File: config.mk
export PLATFORM = sky130hd
export DESIGN_NAME = seq_restoring_divider
export DESIGN_NICKNAME = d
export VERILOG_FILES = /design/src/rtl/seq_restoring_divider_pkg.sv /design/src/rtl/seq_restoring_divider_addsub_step.sv /design/src/rtl/seq_restoring_divider.sv
export SDC_FILE = /design/constraint.sdc
export NUM_CORES = 1
export LEC_CHECK = 0
export CAP_MARGIN = 30
export CORE_MARGIN = 1
export CORE_UTILIZATION = 55
export CTS_BUF_LIST = sky130_fd_sc_hd__clkbuf_16
export DETAILED_ROUTE_END_ITERATION = 6
export GPL_TIMING_DRIVEN = 0
export PLACE_DENSITY = 0.85
export SLEW_MARGIN = 5
export SYNTH_ARGS = -nofsm -noshare
export SYNTH_HDL_FRONTEND = slang
export SYNTH_SLANG_ARGS = --single-unit
File: constraint.sdc
create_clock -name clk -period 5 [get_ports clk]
set_input_delay 0.5 -clock clk [delete_from_list [all_inputs] [get_ports clk]]
set_output_delay 0.5 -clock clk [all_outputs]
set_load 0.02 [all_outputs]
File: src/rtl/seq_restoring_divider_pkg.sv
// Shared definitions for the sequential restoring divider:
// default width, FSM state encoding and step-counter sizing.
package seq_restoring_divider_pkg;

    localparam int DEF_WIDTH = 4;

    typedef enum logic [1:0] {
        ST_IDLE   = 2'd0,
        ST_CALC   = 2'd1,
        ST_FINISH = 2'd2
    } state_e;

    // Enough bits to count 0..w.
    function automatic int cnt_w(input int w);
        return $clog2(w + 1);
    endfunction

    localparam int DEF_CNT_W = cnt_w(DEF_WIDTH);

endpackage

File: src/rtl/seq_restoring_divider_addsub_step.sv
// Combinational add/subtract step shared with the adder unit.
// en=1 subtracts: b is inverted and en is the carry-in.
module addsub_step #(
    parameter int W = 5
) (
    input  logic [W-1:0] a,
    input  logic [W-1:0] b,
    input  logic         en,
    output logic [W-1:0] s,
    output logic         cout
);

    // Single W+1 bit add; the top bit is carry-out (no-borrow when subtracting).
    assign {cout, s} = {1'b0, a}
                     + {1'b0, b ^ {W{en}}}
                     + {{W{1'b0}}, en};

endmodule

File: src/rtl/seq_restoring_divider.sv
// Multi-cycle unsigned restoring divider, one shift/trial-subtract
// step per clock; divide-by-zero short-circuits straight to FINISH.
module seq_restoring_divider
    import seq_restoring_divider_pkg::*;
#(
    parameter int WIDTH = DEF_WIDTH
) (
    input  logic             clk,
    input  logic             rst_n,
    input  logic             start,
    input  logic [WIDTH-1:0] dividend,
    input  logic [WIDTH-1:0] divisor,
    output logic             busy,
    output logic             done,
    output logic [WIDTH-1:0] quotient,
    output logic [WIDTH-1:0] remainder,
    output logic             div_by_zero
);

    localparam int CW = cnt_w(WIDTH);
    localparam logic [CW-1:0] LAST_STEP = CW'(WIDTH - 1);

    state_e           state_q;
    logic [WIDTH-1:0] divisor_q;
    logic [WIDTH-1:0] q_q;
    logic [WIDTH:0]   r_q;
    logic [CW-1:0]    cnt_q;
    logic             busy_q;
    logic             done_q;
    logic             dbz_q;
    logic [WIDTH-1:0] quot_q;
    logic [WIDTH-1:0] rem_q;

    logic [WIDTH:0]   r_sh;
    logic [WIDTH:0]   t;
    logic             no_borrow;
    logic [WIDTH:0]   r_d;
    logic [WIDTH-1:0] q_d;

    addsub_step #(
        .W (WIDTH + 1)
    ) u_step (
        .a    (r_sh),
        .b    ({1'b0, divisor_q}),
        .en   (1'b1),
        .s    (t),
        .cout (no_borrow)
    );

    // One restoring step: shift {R,Q} left, keep the trial difference if it did not borrow.
    always_comb begin
        r_sh = {r_q[WIDTH-1:0], q_q[WIDTH-1]};
        r_d  = no_borrow ? t : r_sh;
        q_d  = {q_q[WIDTH-2:0], no_borrow};
    end

    // Control FSM with datapath registers and registered outputs.
    always_ff @(posedge clk or negedge rst_n) begin
        if (!rst_n) begin
            state_q   <= ST_IDLE;
            divisor_q <= '0;
            q_q       <= '0;
            r_q       <= '0;
            cnt_q     <= '0;
            busy_q    <= 1'b0;
            done_q    <= 1'b0;
            dbz_q     <= 1'b0;
            quot_q    <= '0;
            rem_q     <= '0;
        end else begin
            case (state_q)
                ST_IDLE: begin
                    if (start) begin
                        busy_q <= 1'b1;
                        if (divisor == '0) begin
                            state_q <= ST_FINISH;
                            done_q  <= 1'b1;
                            dbz_q   <= 1'b1;
                            quot_q  <= '1;
                            rem_q   <= dividend;
                        end else begin
                            state_q   <= ST_CALC;
                            dbz_q     <= 1'b0;
                            q_q       <= dividend;
                            divisor_q <= divisor;
                            r_q       <= '0;
                            cnt_q     <= '0;
                        end
                    end
                end
                ST_CALC: begin
                    r_q   <= r_d;
                    q_q   <= q_d;
                    cnt_q <= cnt_q + 1'b1;
                    if (cnt_q == LAST_STEP) begin
                        state_q <= ST_FINISH;
                        done_q  <= 1'b1;
                        quot_q  <= q_d;
                        rem_q   <= r_d[WIDTH-1:0];
                    end
                end
                ST_FINISH: begin
                    state_q <= ST_IDLE;
                    done_q  <= 1'b0;
                    busy_q  <= 1'b0;
                end
                default: begin
                    state_q <= ST_IDLE;
                    done_q  <= 1'b0;
                    busy_q  <= 1'b0;
                end
            endcase
        end
    end

    assign busy        = busy_q;
    assign done        = done_q;
    assign quotient    = quot_q;
    assign remainder   = rem_q;
    assign div_by_zero = dbz_q;

endmodule

Word level (Yosys, flattened, before mapping) --
Index checks and enable logic that the tools add are counted. W data, S select, Z words.
Storage, ports and cells: flip-flop bits (word level) 28, input bits 11, output and inout bits 11
Cells by class: add/sub/neg operators 3, equal/unequal tests 6, muxes and demuxes 29, bitwise logic cells 3, reductions and logical operators 10
Operators by type and width (number):
- $mux W4 | 11
- $pmux W4 S2 | 4
- $reduce_and A3 Y1 | 3
- $ne A2 B2 Y1 const B | 4
- $add A5 B5 Y6 | 1
- $add A6 B1 Y6 const B | 1
- $mux W2 | 3
- $mux W3 | 2
- $pmux W3 S2 | 1
- $reduce_and A2 Y1 | 3
- $mux W1 | 5
- $not A4 Y5 | 1
- $logic_not A4 Y1 | 1
- $pmux W1 S2 | 2
- $pmux W2 S2 | 1
- $reduce_and A4 Y1 | 1
- $add A3 B1 Y3 const B | 1
- $eq A3 B2 Y1 const B | 1
- $eq A2 B1 Y1 const B | 1
- $logic_not A2 Y1 | 1
- $not A1 Y1 | 2
- $reduce_bool A2 Y1 | 1

Depth between registers and ports, before layout --
Gate-level depths: netlist (run 1).
depth in word-level cells 6, mapped depth 7, depth with buffers taken out 7

By module --
From an unflattened synthesis (run 1), not the netlist that was laid out.
Unflattened totals: cells, all modules 149, area total of the unflattened synthesis 1555.2 µm²
Modules (own cells, without submodules):
- seq_restoring_divider | instances 1, cells an instance 120, area each 1315.0 µm², seq. area each 700.7 µm²
- addsub_step | instances 1, cells an instance 29, area each 240.2 µm², seq. area each 0.0 µm²

Least setup slack after synthesis (run 1) --
No wires, ideal clock.
path type register to register, start register divisor_q[1], end register rem_q[3] (netlist: remainder[3]), data arrival time 1.703 ns, required time 4.918 ns, setup slack 3.215 ns, cell stages (with the launch flop) 7, buffers on the path 0, clock period less this slack 1.785 ns, path through dfrtp_1 inv_1 ha_1 nor2b_1 o31a_1 or4_1 a31oi_1
Between the ends: word-level cells in the longest chain between the ends 6
RTL lines:
- from (decl) | line seq_restoring_divider.sv:24 | logic [WIDTH-1:0] divisor_q;
- from (signal assigned) | line seq_restoring_divider.sv:85 | divisor_q <= divisor;
- $not A4 Y5 (no source line)
- $add A5 B5 Y6 | line seq_restoring_divider_addsub_step.sv:15 | + {1'b0, b ^ {W{en}}}
- $add A6 B1 Y6 | line seq_restoring_divider_addsub_step.sv:16 | + {{W{1'b0}}, en};
- $mux W4 | line seq_restoring_divider.sv:53 | r_d = no_borrow ? t : r_sh;
- $mux W4 | line seq_restoring_divider.sv:95 | if (cnt_q == LAST_STEP) begin
- $pmux W4 S2 | line seq_restoring_divider.sv:71 | case (state_q)
- to (signal assigned) | line seq_restoring_divider.sv:80 | rem_q <= dividend;
- to (signal assigned) | line seq_restoring_divider.sv:99 | rem_q <= r_d[WIDTH-1:0];
- to (decl) | line seq_restoring_divider.sv:32 | logic [WIDTH-1:0] rem_q;
Every way passes these cells. The select of a mux whose other input is x is not followed. A chain may end at the register's enable or synchronous reset.

Final worst setup path (run 1) --
start input port divisor[1], end register rem_q[3] (netlist: remainder[3])
Between the ends: word-level cells in the longest chain between the ends 3
RTL lines:
- from (decl) | line seq_restoring_divider.sv:12 | input logic [WIDTH-1:0] divisor,
- $logic_not A4 Y1 | line seq_restoring_divider.sv:75 | if (divisor == '0) begin
- $ne A2 B2 Y1 (no source line)
- $reduce_and A4 Y1 (no source line)
Every way passes these cells.

==> results summary, run 1 <==
The analysis attributes to cell leakage a power of slightly below 0.8 nW. The power density relative to cell area is roughly 740 nW/um^2. The dominant cell by count in the synthesized netlist is sky130_fd_sc_hd__dfrtp_1. The sink count of the clock tree is 28.

The clock buffer count from CTS is 3. The finished layout holds 179 standard cells, fillers aside. The first-pass GRT wire length came out at approximately 4800 um.

Using the TritonRoute via totals, the vias-per-cell ratio works out to 5.85. The via count of the first global-routing pass is between 1k and 1.5k. The time the worst path needs with I/O delays and setup is 2.13 ns. After clock tree synthesis, the clock-pin slew on the worst setup and hold paths is about 0.070 ns.

The total area inside the core boundary comes to between 2000 and 2500 um^2. The via count of the routed design came out at around 1.0k. The arrival time at the worst endpoint is 2.31 ns. Among all flip-flop cells after synthesis, the most frequent one is sky130_fd_sc_hd__dfrtp_1.

The number of buffers between clock root and the deepest sink is 2. Synthesis inferred 28 register bits. Counting every net in the synthesized netlist gives 143. In this design, the largest share of critical-path delay is due to simple AND/OR/NAND/NOR gates. Yosys printed 0 warnings. The headroom to the max-slew limit is 53.9%.

STA classifies the critical path endpoint as a flip-flop. Adding up every negative setup slack in the final design gives 0 ns. The die width came out at between 50 and 60 um. The number of violations of the max-capacitance limit is 0. The area of combinational cells with multiple inputs is around 570 um^2. The remaining design rule violation count is 0. The final routed wire length divided by cell count came out at 15.6 um. Counting instances in the post-synthesis netlist gives the leading cell types as sky130_fd_sc_hd__dfrtp_1 (28), sky130_fd_sc_hd__nand2_1 (19), sky130_fd_sc_hd__nor2_1 (12). The sequential element share of the synthesized area is around 53%.

The number of distinct standard cells referenced by the synthesized netlist is 36. The ratio of cells with drive above 1 in the final layout is a little under an eighth. TritonCTS built the clock tree. The maximum resistive drop on vdd is about 530 uV. The final critical-path share of the clock period came out at between 40% and 50%. The detailed-router iteration count before antenna repair came out at 4. The stage delay of the slowest cell on the critical path came out at between 0.4 and 0.5 ns.

The final instance area is approximately 1700 um^2. The path class of the tightest hold or removal check is reg2reg. In this run, post-CTS hold repair placed 0 buffers.

The count of final setup violators is 0. The die covers between 2000 and 3000 um^2. A synthesized cell averages 10.7 um^2. The row count is 17. Once the clock tree was built, the resizer swapped 0 gates to a different size. In the synthesized netlist, the number of instances is approximately 130. The largest net degree at the start of global routing came out at 17. Ranked by total cell area, the synthesized netlist is headed by sky130_fd_sc_hd__dfrtp_1 (53%), sky130_fd_sc_hd__ha_1 (5.6%), sky130_fd_sc_hd__nand2_1 (5.4%).

After synthesis, the share of flip-flops with an asynchronous set or reset is between 90% and 100%. 0 antenna diodes ended up in the layout. The type of the setup path with the least slack is in2reg. The number of filler instances in the final layout is between 150 and 200.

The data required time at the worst endpoint is between 5 and 6 ns. The initial antenna violation count came out at 0. The count of input and output buffers came out at 21. The signal on the critical path passes through clkdlybuf4s50_1 -> nor4_1 -> a22oi_1 -> nor2_1 -> buf_2 -> nor2_1 -> a31oi_1.

The vertical die dimension came out at just over 50 um. The remaining antenna violation count is 0. Of all nets on the critical path, the largest fanout is 10.

The cell area that synthesis handed to floorplanning was ~1300 um^2. The measured slew at the worst slew-check pin came out at about 0.69 ns. The effective utilization at floorplan is approximately three fifths. The number of hold violations in the final report is 0.

The I/O pin count came out at 22. The number of cells after detailed placement came out at 175. The run finished with clean final reports. The clock latency reported for the late side of the worst-skew pair is roughly 0.26 ns. The overall track demand over capacity in global routing came out at 25.4%. The final layout contains routed wiring with a total length of around 2800 um. The standard cell with the maximum stage delay on the critical path is sky130_fd_sc_hd__clkdlybuf4s50_1. Based on the critical path, the design can be clocked at up to about 470 MHz.

STA classifies the critical path startpoint as a primary input. The cell chosen for the clock root is sky130_fd_sc_hd__clkbuf_16. The DRC marker count from the first detailed-route iteration came out at 26.

Hold is met by around 0.5 ns. The sequential standard cell area is ~700 um^2. The cell seen most often among critical-path stages is sky130_fd_sc_hd__nor2_1. After the last flow step, the layout net total stands at 170.

The final-report max-slew violation count came out at 0. Of the post-synthesis cell area, the dominant cell type holds a little over half. Setup repair after global routing left no endpoint under its margin. The residual overflow from global routing is 0. The number of setup buffers added after CTS came out at 0.

The synthesized design spends more area on one cell type than any other, namely sky130_fd_sc_hd__dfrtp_1. The buffers plus inverters on the worst setup path is 2. The count of flip-flops with a built-in enable after synthesis came out at 0. The post-detailed-placement cell area is about 1600 um^2.

The congestion estimate from routability-driven global placement came to roughly 0.83. The placed wire-length estimate after detailed placement is roughly 2000 um. The maximum level of the CTS H-tree came out at 1. The final setup skew is roughly 0.0036 ns. The synthesis-to-layout area growth came out at 28.4%.
-- through the flow --
step           power [mW]  setup slack, ns  util [%]
2_1_floorplan       0.816             3.22         -
3_3_place_gp        0.982             2.67      69.9
3_5_place_dp         1.02             2.63      71.1
4_1_cts              1.26             2.90      75.8
5_1_grt              1.36             2.70      75.8
6_report             1.26             2.87      75.8
-- state kept, by name (all words and copies together), names as in the netlist --
register,cells
cnt_q,3
div_by_zero,1
q_q,4
quotient,4
remainder,4
done,1
divisor_q,4
busy,1
state_q,2
r_q,4
-- per-layer routing --
metal	vias to the layer above	wire length, um	GRT usage [%]
met5	-	0	0
met4	0	37	8.33
met3	7	158	5.95
met2	32	1360	41.4
met1	517	1230	33.0
li1	491	-	-
-- layout by cell type (no fill, tap or decap), drive strengths merged, types with 2 or more instances in the layout --
cell type      Yosys  final
nor2b              4      4
a21oi              3      3
nand3              2      2
clkdlybuf4s50      0     21
mux2               6      6
nor2              12     12
nand2b             2      2
inv                7      7
or4                2      2
o22a               4      4
clkbuf             2      5
a31oi              3      3
buf                3      4
o21ai              5      5
a221o              2      2
dfrtp             28     28
nand2             19     19
ha                 6      6
-- worst register-to-register path: cells and delay by family (launching register included) --
kind	cells	cell delay, ns
AOI/OAI and AO/OA	2	0.47
adders and majority gates	1	0.24
buffers and inverters	1	0.11
DFF	1	0.38
and+or+nand+nor	2	0.69
-- layout make-up --
type	count	area share (%)
clock inverter	1	1.76
timing repair buffer	22	13.9
tap	28	2.05
sequential	28	41.0
buffer	5	1.83
inverter	7	1.54
clock buffer	3	4.39
multi-input combinational	85	33.5
-- where the power goes --
part           switching, mW  internal [mW]
registers             0.0729          0.337
logic                  0.320          0.291
clock network         0.0773          0.159
total                  0.470          0.787
-- worst paths after layout --
kind	to	cells past startpoint	slack, ns	from
hold / removal	q_q[3]$_DFFE_PN0P_	1	0.50	q_q[3]$_DFFE_PN0P_
min in group asynchronous	divisor_q[3]$_DFFE_PN0P_	1	0.65	rst_n
setup / recovery	remainder[3]$_DFFE_PN0P_	7	2.87	divisor[1]
max in group asynchronous	q_q[3]$_DFFE_PN0P_	2	3.84	rst_n
setup reg to reg	remainder[3]$_DFFE_PN0P_	6	3.02	divisor_q[1]$_DFFE_PN0P_
hold reg to reg	q_q[3]$_DFFE_PN0P_	1	0.50	q_q[3]$_DFFE_PN0P_
-- logic make-up after synthesis --
family | after synthesis | synth area share [%]
multiplexers | 7 | 5.83
buffers and inverters | 12 | 4.32
AO/OA/AOI/OAI | 24 | 13.1
AND/OR/NAND/NOR | 46 | 16.4
flip-flops | 28 | 52.6
adder cells (fa/ha/maj) | 7 | 7.14
XOR/XNOR | 1 | 0.658
(Power assumes the default switching activity.)
==> run 2, diff against run 1 <==
- CORE_UTILIZATION: 55 -> 52
- PLACE_DENSITY: 0.85 -> 0.81
- clock period: 5 -> 2.2 ns (I/O delays scaled with it)
==> results summary, run 2 (synthesis results as in run 1) <==
The flow ran to the end, and the final reports show no timing, DRC or antenna violations. The via count of the routed design is 1,048 (+0.096%). Of the available clock period, the critical path in the final layout requires 90.2%. The slowest stage of the critical path belongs to the cell sky130_fd_sc_hd__or4_1. The ratio of cells with drive above 1 in the final layout was 11.3% (unchanged). The average via count per standard cell came out at 5.85 (about the same). The power after layout was 2.90 mW (+130%).

The endpoint identified for the worst register-to-register timing path is remainder[3]$_DFFE_PN0P_. The headroom to the max-slew limit was 53.1% (-0.80 points). The number of nets in the final layout came out at 170 (unchanged). The sort of element at the end of the critical path is a flip-flop.

The setup slack at placement came out at 0.102 ns (-2.52 ns). The clock-pin slew on the worst setup and hold paths is 0.07 ns (about the same). The final antenna diode count came out at 0 (unchanged). The start of the worst register-to-register path is divisor_q[1]$_DFFE_PN0P_.

The row count is 17 (unchanged). The clock latency reported for the late side of the worst-skew pair came to 0.26 ns (about the same). The worst setup path is launched from a flip-flop. The area of combinational cells with multiple inputs was 573 um^2 (unchanged). The final instance area came out at 1710 um^2 (unchanged). The remaining design rule violation count is 0 (unchanged).

For this run, the top clock speed supported by timing is approximately 500 MHz. The time the worst path needs with I/O delays and setup is around 2.0 ns. The initial antenna violation count is 0 (unchanged).

The synthesis-to-layout area growth is 28.4% (unchanged). The maximum net fanout on the critical path is 3 (-7). The floorplan die area came to 2770 um^2 (+5.5%).

The top cell types in the final layout, fill and taps aside, are sky130_fd_sc_hd__dfrtp_1 (28), sky130_fd_sc_hd__clkdlybuf4s50_1 (21), sky130_fd_sc_hd__nand2_1 (19). The clock buffer count from CTS came to 3 (unchanged). Setup repair after global routing left no endpoint under its margin.

Leaving out fill and tap cells, the most frequent cell in the layout is sky130_fd_sc_hd__dfrtp_1. The power density relative to cell area is 1700 nW/um^2 (+130%). The DRC marker count from the first detailed-route iteration is 21 (-19%). The arrival time at the worst endpoint is 2.17 ns (-0.14 ns).

The final routed wire length divided by cell count is 16.7 um (+7.3%). The critical path goes through inv_1 -> ha_1 -> nor2b_1 -> o31a_1 -> or4_1 -> a31oi_1. The type of the setup path with the least slack is reg2reg.

The min-delay analysis places its worst path in the category in2async. The placed wire-length estimate after detailed placement came out at 2130 um (+3.2%). The post-detailed-placement cell area is 1600 um^2 (unchanged). The leakage dissipation came to 0.774 nW (unchanged).

The remaining antenna violation count is 0 (unchanged). The hold buffer count at CTS came out at 0 (unchanged). The overall track demand over capacity in global routing is 25.5% (+0.19 points). The count of input and output buffers came out at 21 (unchanged). The I/O pin count came out at 22 (unchanged). The final hold slack was 0.378 ns (-0.120 ns). The detailed-router iteration count before antenna repair came out at 4 (unchanged). The number of setup buffers added after CTS came out at 0 (unchanged). The maximum level of the CTS H-tree is 1 (unchanged).

The die width came to 52.6 um (+2.7%). The measured slew at the worst slew-check pin is 0.701 ns (+0.0120 ns). The number of hold violations in the final report is 0 (unchanged). The number of cells after detailed placement came to 175 (unchanged). The setup TNS came out at 0 ns (unchanged). The final cell count without fillers is 179 (unchanged).

The count of final setup violators came out at 0 (unchanged). The number of violations of the max-capacitance limit was 0 (unchanged). The maximum resistive drop on vdd is 921 uV (+75%). The via count of the first global-routing pass is 1,065 (+0.38%). The stage delay of the slowest cell on the critical path is 0.56 ns (+0.12 ns). The sink count of the clock tree came out at 28 (unchanged). The data required time at the worst endpoint is 2.39 ns (-2.79 ns).

The first-pass GRT wire length came out at 4860 um (+1.6%). The effective utilization at floorplan is 57.4% (-1.6 points). The path depth of the worst reg2reg path was 6 (unchanged). The number of buffers between clock root and the deepest sink is 2 (unchanged). The sequential standard cell area is 701 um^2 (unchanged). The cell chosen for the clock root is sky130_fd_sc_hd__clkbuf_16.

The final setup skew came out at 0.00268 ns (-0.000888 ns). The worst-case register-to-register setup slack came out at 0.22 ns (-2.80 ns). The setup slack of the critical path after layout came to 0.216 ns (-2.66 ns). The weighted congestion reported at the end of routability-driven placement is 0.834 (+0.16%). The number of gates given a new drive strength after cts is 0 (unchanged). The routed wire length came out at 3000 um (+7.3%). The largest net degree at the start of global routing was 17 (unchanged). The vertical die dimension was 52.6 um (+2.7%). The residual overflow from global routing came out at 0 (unchanged). TritonCTS built the clock tree. The area of the core is 2320 um^2 (+2.8%).

The core utilization of the finished layout came to 73.7% (-2.1 points). The number of filler instances in the final layout came out at 159 (-1.9%). The final-report max-slew violation count was 0 (unchanged).
[run 2: worst max-delay path by stage]
stage                                          end  slack, ns  cells after the start                      from
after floorplan           remainder[3]$_DFFE_PN0P_       0.42                      6  divisor_q[1]$_DFFE_PN0P_
after CTS                 remainder[3]$_DFFE_PN0P_       0.24                      5        r_q[0]$_DFFE_PN0P_
after global placement    remainder[0]$_DFFE_PN0P_       0.14                      7                divisor[1]
after global routing      remainder[3]$_DFFE_PN0P_       0.14                      6  divisor_q[1]$_DFFE_PN0P_
final                     remainder[3]$_DFFE_PN0P_       0.22                      6  divisor_q[1]$_DFFE_PN0P_
after detailed placement  remainder[0]$_DFFE_PN0P_       0.10                      7                divisor[1]
[run 2: cell type report]
cell class,instances,share of cell area (%)
sequential,28,41.0
multi-input combinational,85,33.5
timing repair buffer,22,13.9
clock buffer,3,4.39
tap,28,2.05
buffer,5,1.83
clock inverter,1,1.76
inverter,7,1.54
[run 2: metal layers]
| metal | GRT usage (%) | vias up | routed length, um |
|---|---|---|---|
| li1 | - | 489 | - |
| met1 | 31.3 | 518 | 1240 |
| met2 | 43.5 | 32 | 1550 |
| met3 | 4.35 | 9 | 117 |
| met4 | 11.8 | 0 | 85 |
| met5 | 0 | - | 0 |
[run 2: worst max-delay path: cells and delay by family, from the launching register on]
family / cells / cell delay [ns]
AND/OR/NAND/NOR: 2 / 0.71
buffers and inverters: 1 / 0.10
flip-flops: 1 / 0.38
AO/OA/AOI/OAI: 2 / 0.47
adder cells (fa/ha/maj): 1 / 0.24
[run 2: where the power goes]
part           internal (mW)  switching (mW)
combinational          0.665           0.757
clock                  0.363           0.179
sequential             0.765           0.171
total                   1.79            1.11
